[config.mk]
export PLATFORM = sky130hd
export DESIGN_NAME = height_bcd_converter
export DESIGN_NICKNAME = d
export VERILOG_FILES = /design/src/rtl/height_bcd_converter.sv
export SDC_FILE = /design/constraint.sdc
export NUM_CORES = 1
export LEC_CHECK = 0
export CELL_PAD_IN_SITES_DETAIL_PLACEMENT = 0
export CELL_PAD_IN_SITES_GLOBAL_PLACEMENT = 1
export CORE_MARGIN = 5
export CORE_UTILIZATION = 37
export DETAILED_ROUTE_END_ITERATION = 10
export PLACE_DENSITY = 0.72
export SLEW_MARGIN = 10
export SYNTH_ARGS = -nofsm -noshare
export SYNTH_HDL_FRONTEND = slang
export SYNTH_SLANG_ARGS = --single-unit
[constraint.sdc]
create_clock -name clk -period 1.28 [get_ports clk]
set_input_delay 0.256 -clock clk [delete_from_list [all_inputs] [get_ports clk]]
set_output_delay 0.256 -clock clk [all_outputs]
set_load 0.02 [all_outputs]
[src/rtl/height_bcd_converter.sv]
`default_nettype none
// ============================================================================
// Module   : height_bcd_converter
// Brief    : Iterative shift-add-3 (double-dabble) binary-to-BCD converter
//            for the measured height value. Results are published to the
//            digit outputs only at conversion end, together with a one-cycle
//            done pulse, so the downstream glyph stage never sees a partial
//            value. Inputs above 10^NUM_DIGITS-1 saturate and flag overflow.
// Options  : HEIGHT_BCD_LEADING_ZERO_BLANK_EN - replace leading zero digits
//            (never digit 0) with 4'hF, the background glyph code.
// Revision : 1.0 - initial release
// ============================================================================
module height_bcd_converter #(
  parameter int BIN_WIDTH  = 10,
  parameter int NUM_DIGITS = 4
) (
  input  logic                    clk,
  input  logic                    reset,
  input  logic                    start,
  input  logic [BIN_WIDTH-1:0]    bin_in,
  output logic                    busy,
  output logic                    done,
  output logic [4*NUM_DIGITS-1:0] digits,
  output logic                    overflow
);

  // Decimal ceiling 10^n, evaluated at elaboration time.
  function automatic logic [63:0] pow10(input int n);
    logic [63:0] r;
    r = 64'd1;
    for (int i = 0; i < n; i++) begin
      r = r * 64'd10;
    end
    return r;
  endfunction

  localparam int                   SW       = 4 * NUM_DIGITS;
  localparam int                   CW       = $clog2(BIN_WIDTH + 1);
  localparam logic [63:0]          MAX_VAL  = pow10(NUM_DIGITS) - 64'd1;
  // Only used when the input exceeds MAX_VAL, which implies MAX_VAL fits.
  localparam logic [BIN_WIDTH-1:0] MAX_BIN  = MAX_VAL[BIN_WIDTH-1:0];
  localparam logic [CW-1:0]        CNT_INIT = CW'(BIN_WIDTH);

`ifdef HEIGHT_BCD_LEADING_ZERO_BLANK_EN
  localparam logic [SW-1:0] DIGITS_RST = {SW{1'b1}};
`else
  localparam logic [SW-1:0] DIGITS_RST = '0;
`endif

  typedef enum logic [0:0] {
    S_IDLE    = 1'b0,
    S_CONVERT = 1'b1
  } state_t;

  state_t                 state_q;
  logic                   busy_q;
  logic                   done_q;
  logic                   overflow_q;
  logic                   ovf_pend_q;
  logic [SW-1:0]          digits_q;
  logic [SW-1:0]          scratch_q;
  logic [BIN_WIDTH-1:0]   bin_q;
  logic [CW-1:0]          cnt_q;

  logic                   over_range;
  logic [SW-1:0]          scratch_adj;
  logic [SW-1:0]          scratch_d;
  logic [SW-1:0]          digits_d;

  assign over_range = (64'(bin_in) > MAX_VAL);

  // Add-3 correction on every nibble that would reach 10+ after doubling.
  for (genvar g = 0; g < NUM_DIGITS; g++) begin : g_adj
    assign scratch_adj[4*g +: 4] = (scratch_q[4*g +: 4] >= 4'd5) ?
                                   (scratch_q[4*g +: 4] + 4'd3) :
                                   scratch_q[4*g +: 4];
  end

  // Corrected scratch shifted left, pulling in the next binary MSB.
  assign scratch_d = {scratch_adj[SW-2:0], bin_q[BIN_WIDTH-1]};

`ifdef HEIGHT_BCD_LEADING_ZERO_BLANK_EN
  // Blank every digit above the most significant nonzero one; digit 0 stays.
  always_comb begin
    logic seen;
    seen     = 1'b0;
    digits_d = scratch_d;
    for (int i = NUM_DIGITS - 1; i >= 1; i--) begin
      if (scratch_d[4*i +: 4] != 4'd0) begin
        seen = 1'b1;
      end
      if (!seen) begin
        digits_d[4*i +: 4] = 4'hF;
      end
    end
  end
`else
  // Leading zeros are published as plain zero digits.
  always_comb begin
    digits_d = scratch_d;
  end
`endif

  // Conversion FSM: capture on start, shift BIN_WIDTH times, publish once.
  always_ff @(posedge clk) begin
    if (reset) begin
      state_q    <= S_IDLE;
      busy_q     <= 1'b0;
      done_q     <= 1'b0;
      overflow_q <= 1'b0;
      ovf_pend_q <= 1'b0;
      digits_q   <= DIGITS_RST;
      scratch_q  <= '0;
      bin_q      <= '0;
      cnt_q      <= '0;
    end else begin
      done_q <= 1'b0;
      case (state_q)
        S_IDLE: begin
          if (start) begin
            state_q    <= S_CONVERT;
            busy_q     <= 1'b1;
            bin_q      <= over_range ? MAX_BIN : bin_in;
            ovf_pend_q <= over_range;
            scratch_q  <= '0;
            cnt_q      <= CNT_INIT;
          end
        end
        S_CONVERT: begin
          scratch_q <= scratch_d;
          bin_q     <= bin_q << 1;
          cnt_q     <= cnt_q - CW'(1);
          if (cnt_q == CW'(1)) begin
            state_q    <= S_IDLE;
            busy_q     <= 1'b0;
            done_q     <= 1'b1;
            digits_q   <= digits_d;
            overflow_q <= ovf_pend_q;
          end
        end
        default: begin
          state_q <= S_IDLE;
          busy_q  <= 1'b0;
        end
      endcase
    end
  end

  assign busy     = busy_q;
  assign done     = done_q;
  assign digits   = digits_q;
  assign overflow = overflow_q;

endmodule
`default_nettype wire

==> results of run 1 <==
## routing by layer
| layer | share of wire, % | wire length, um | up-vias | track usage (%) |
|---|---|---|---|---|
| li1 | - | - | 958 | - |
| met1 | 46 | 2480 | 863 | 19.5 |
| met2 | 49 | 2650 | 28 | 24.8 |
| met3 | 3.9 | 211 | 10 | 3.61 |
| met4 | 1.6 | 87 | 0 | 4.82 |
| met5 | 0 | 0 | - | 0 |
## cell usage after synthesis (4+ instances only)
cell	count
dfxtp_1	49
o21ai_0	12
o2bb2ai_1	9
clkbuf_1	6
a21oi_1	24
nor3_1	10
inv_1	10
ha_1	10
nor2_1	25
a32o_1	6
buf_2	4
xnor2_1	4
nand2b_1	6
nand3_1	9
mux2i_1	14
a22o_1	7
nor3b_1	7
## stage by stage
stage / instances / total power [uW]
2_1_floorplan: 231 / 1810
3_3_place_gp: 351 / 1940
3_5_place_dp: 351 / 1950
4_1_cts: 370 / 2900
5_1_grt: 372 / 3020
6_report: 372 / 2890
## cells by family (layout without fill, tap and decap cells)
logic type                 Yosys count  in the layout  synth area share [%]
other                                1              1                 0.173
AOI/OAI and AO/OA                   65             65                  20.0
buffers and inverters               26             92                  5.70
muxes                               15             15                  7.14
xor gates and xnor gates             4              4                  1.61
adders and majority gates           10             10                  5.76
and+or+nand+nor                     61             61                  14.5
DFF                                 49             49                  45.1
## final cells by class
type                            instances  area share (%)
Timing Repair Buffer                   73            20.2
Sequential cell                        49            31.3
Inverter                               12            1.80
Clock buffer                            7            2.70
Tap cell                               75            2.93
Multi-Input combinational cell        156            41.1
## power groups by stage
stage               clock network, uW  logic [uW]  registers [uW]
floorplan                           0         188            1630
global placement                    0         315            1630
detailed placement                  0         317            1630
CTS                               952         355            1590
global route                     1020         400            1590
finish                            937         364            1590
## worst paths after layout
path                 from            to  slack (ns)  cells past startpoint
min             digits[7]     digits[7]        0.47                      1
max reg2reg  scratch_q[5]  scratch_q[6]       -0.11                      6
min reg2reg     digits[7]     digits[7]        0.47                      1
max          scratch_q[5]  scratch_q[6]       -0.11                      6
## flip-flops by register name (all words and copies together), names as in the netlist
| name | count |
|---|---|
| state_q | 1 |
| done | 1 |
| scratch_q | 16 |
| digits | 16 |
| busy | 1 |
| bin_q | 10 |
| cnt_q | 4 |
## timing repair
action                     4_1_cts  5_1_grt
pin swaps                       10       11
buffers inserted                10        2
gates cloned                     2        0
setup endpoints to repair       49       45
resized for setup               58       34
## critical path, cell delays in order, from the launching register on
cell      delay, ns
dfxtp_4        0.37
inv_4          0.05
ha_4           0.15
nand2b_4       0.13
a21o_1         0.20
mux2i_2        0.18
a32o_1         0.20
## layout by cell type, fill, tap and decap left out, drive strengths merged, types with 3 or more instances in the layout
| cell | synthesis | routed |
|---|---|---|
| xnor2 | 4 | 4 |
| nor2 | 26 | 26 |
| dfxtp | 49 | 49 |
| o2bb2ai | 9 | 9 |
| ha | 10 | 10 |
| a32o | 6 | 6 |
| a22o | 7 | 7 |
| clkdlybuf4s15 | 0 | 8 |
| inv | 11 | 11 |
| o21ai | 13 | 13 |
| buf | 8 | 43 |
| nor3 | 11 | 11 |
| nor3b | 7 | 7 |
| mux2i | 14 | 14 |
| dlygate4sd2 | 0 | 7 |
| a21o | 3 | 3 |
| clkdlybuf4s50 | 0 | 11 |
| clkbuf | 6 | 11 |
| nand2b | 6 | 6 |
| nand3 | 9 | 9 |
| a21oi | 24 | 24 |
==> flow_metrics.tcl, run 1 <==
set metrics [dict create \
    gr-total-overflow 0 \
    antenna_cells 0 \
    die_w_um 86.6 \
    finalInstanceArea_mm2 0.00320 \
    wl_um 5430 \
    clock-sinks 49 \
    htreeDepth 2 \
    ff_latch_area_mm2 0.00100 \
    rsz0062_at_grt "true" \
    clk_pin_slew_ns 0.09 \
    cp_max_fo 3 \
    cts_root_buf "clkbuf_8" \
    fmax_ghz 0.719 \
    final_util_pct 55.0 \
    cp_data_arrival_time_ns 1.60 \
    clockBufferDepth 2 \
    status "finished with violations" \
    p_comb_share_pct 12.6 \
    die_h_um 86.6 \
    ys_warn_count 0 \
    synth.avg_cell_area_um2 9.41 \
    cts_buffers 5 \
    num_vias 1859 \
    seq_power_share_pct 55.0 \
    placed_cell_area_mm2 0.00279 \
    p_int_uw 2170 \
    finalCriticalPeriod_ns 1.39 \
    fin_setup_tns_ns -1.29 \
    finalCritPeriodShare_pct 109 \
    start_util_pct 37.4 \
    crit_required_ns 1.49 \
    insertion_delay_ns 0.31 \
    holdBufCountCts 0 \
    switchingPower_uw 720 \
    synth-main-ff-cell "dfxtp_1" \
    synth_enable_flop_cells 0 \
    hold_viol 0 \
    fillCellCount 570 \
    clkPwrFrac_pct 32.4 \
    synth.cell_area_mm2 0.00217 \
    route.detailed.wl_per_inst_um 14.6 \
    yosysSeqAreaShare_pct 45.1 \
    antenna_found_initial 0 \
    async_flop_share_pct 0 \
    vdd.ir_drop.worst_mv 0.439 \
    place.gp.congestion 0.791 \
    p_per_area_mw_per_mm2 902 \
    final_layout_size_suffix_gt1_share_pct 38.0 \
    multi_input_area_mm2 0.00132 \
    synth_seq_cells 49 \
    p_leak_uw 0.00127 \
    fin_worst_skew_ns 0.00446 \
    synth_top_area_share_pct 45.1 \
    area_growth_syn_to_layout_pct 47.3 \
    min_path_type "reg2reg" \
    setup_viol 22 \
    nNetsFinal 320 \
    ys_types 32 \
    drv_slew 0 \
    die_area_mm2 0.00751 \
    dp_slack_ns -0.397 \
    critPathCaptureType "flop" \
    cts_tree "yes" \
    p_sw_share_pct 24.9 \
    violations "negative setup slack" \
    final.setup.worst_slack_ns -0.111 \
    boundaryPins 32 \
    drc 0 \
    antenna_left 0 \
    dr.pass1.iters 4 \
    dpl.hpwl_um 3510 \
    grt_max_degree 16 \
    vias_per_cell 5.00 \
    whs_ns 0.473 \
    coreArea_mm2 0.00582 \
    ys_top_cells_by_area "dfxtp_1 (45%), mux2i_1 (6.4%), ha_1 (5.8%)" \
    grt_first_pass_wirelength_um 8750 \
    drt_iter0_markers 88 \
    grtUsageTotal_pct 15.1 \
    first_global_vias 1744 \
    max_cap_viol_count 0 \
    numPortBuffers 30 \
    synth_nets 254 \
    synthesis.instances 231 \
    start_kind "flop" \
    path_class "reg2reg" \
    row_count 28 \
    yosys.area.top_type "dfxtp_1" \
]
Note: power is estimated with default switching activity, not from simulation.
==> run 2, diff against run 1 <==
Settings changed: TNS_END_PERCENT set to 50.
==> run 2 against run 1 <==
  * The run still ends with negative setup slack left
  * Critical path type unchanged
  * Flip-flop and latch count unchanged
  * Sequential power about the same
  * Critical path depth unchanged
  * Largest cell class unchanged
  * Highest routed layer unchanged
  * Clock-buffer cell count unchanged
  * Clock skew about the same
  * Register-to-register slack about the same
  * Hold slack got worse by 0.0015 ns
  * Design area decreased by 0.63%
==> flow_metrics.tcl, run 2 (synthesis gave the netlist of run 1 again) <==
set metrics [dict create \
    status "finished with violations" \
    violations "negative setup slack" \
    placed_cell_area_mm2 0.00279 \
    drc 0 \
    finalCriticalPeriod_ns 1.39 \
    finalInstanceArea_mm2 0.00318 \
    antenna_found_initial 0 \
    fin_setup_tns_ns -1.59 \
    fmax_ghz 0.718 \
    min_path_type "reg2reg" \
    clk_pin_slew_ns 0.08 \
    die_area_mm2 0.00751 \
    dr.pass1.iters 4 \
    boundaryPins 32 \
    antenna_cells 0 \
    fillCellCount 578 \
    whs_ns 0.472 \
    crit_required_ns 1.53 \
    final_layout_size_suffix_gt1_share_pct 36.9 \
    finalCritPeriodShare_pct 109 \
    cts_tree "yes" \
    nNetsFinal 313 \
    vias_per_cell 5.03 \
    clock-sinks 49 \
    start_util_pct 37.4 \
    multi_input_area_mm2 0.00138 \
    fin_worst_skew_ns 0.00446 \
    cts_root_buf "clkbuf_8" \
    path_class "reg2reg" \
    cp_max_fo 3 \
    insertion_delay_ns 0.31 \
    die_w_um 86.6 \
    htreeDepth 2 \
    p_per_area_mw_per_mm2 900 \
    num_vias 1836 \
    start_kind "flop" \
    drt_iter0_markers 75 \
    setup_viol 23 \
    final_common_cell "dfxtp_1" \
    layout_common_cells "dfxtp_1 (38), buf_4 (31), nor2_1 (24)" \
    row_count 28 \
    holdBufCountCts 0 \
    grt_max_degree 17 \
    hold_viol 0 \
    route.detailed.wl_per_inst_um 14.7 \
    rsz0062_at_grt "true" \
    antenna_left 0 \
    grtUsageTotal_pct 14.1 \
    p_leak_uw 0.00124 \
    cp_data_arrival_time_ns 1.64 \
    grt_first_pass_wirelength_um 8290 \
    dpl.hpwl_um 3510 \
    final.setup.worst_slack_ns -0.113 \
    numPortBuffers 30 \
    place.gp.congestion 0.791 \
    die_h_um 86.6 \
    max_cap_viol_count 0 \
    clockBufferDepth 2 \
    vdd.ir_drop.worst_mv 0.426 \
    coreArea_mm2 0.00582 \
    ff_latch_area_mm2 0.00100 \
    wl_um 5380 \
    cts_buffers 5 \
    drv_slew 0 \
    critPathCaptureType "flop" \
    first_global_vias 1682 \
    area_growth_syn_to_layout_pct 46.3 \
    gr-total-overflow 0 \
]
run 2: worst max-delay path, cell delays in order (launching register included):
cell       delay [ns]
dfxtp_4          0.37
inv_4            0.05
ha_4             0.14
nand2b_4         0.13
a21o_1           0.20
mux2_4           0.33
o2bb2ai_2        0.11
run 2: stage by stage:
step           utilization, %  setup slack (ns)  power (uW)  std cells
6_report                 54.7            -0.113        2860        365
2_1_floorplan               -           -0.0126        1810        231
4_1_cts                  51.0            -0.106        2860        361
5_1_grt                  54.7            -0.152        2990        365
3_3_place_gp             47.9            -0.390        1940        351
3_5_place_dp             47.9            -0.397        1950        351
run 2: path summary, 6_finish.rpt:
path | start | end | slack, ns | cells past startpoint
max | scratch_q[1] | digits[2] | -0.11 | 6
min | digits[7] | digits[7] | 0.47 | 1
max reg2reg | scratch_q[1] | digits[2] | -0.11 | 6
min reg2reg | digits[7] | digits[7] | 0.47 | 1
run 2: area by class of cell:
| type | count | area share [%] |
|---|---|---|
| Timing Repair Buffer | 65 | 17.7 |
| Sequential cell | 49 | 31.5 |
| Multi-Input combinational cell | 157 | 43.4 |
| Inverter | 12 | 1.73 |
| Tap cell | 75 | 2.95 |
| Clock buffer | 7 | 2.71 |
run 2: metal layers:
metal	track usage, %	vias up	part of all wire [%]
met4	5.10	0	1.1
met5	0	-	0
met1	19.0	853	46
met2	21.9	31	49
met3	3.61	7	4.0
li1	-	945	-
run 2: power breakdown:
part / leakage [uW] / switching (uW) / total, uW / internal, uW
Clock: 0.0000443 / 508 / 938 / 430
Sequential: 0.000403 / 31.9 / 1590 / 1560
Combinational: 0.000796 / 179 / 335 / 156
run 2: what timing repair did:
item | in CTS | in global routing
pin swaps | 8 | 18
setup buffers | 3 | 3
gates cloned | 0 | 2
setup endpoints to repair | 49 | 38
gates resized for setup | 42 | 61
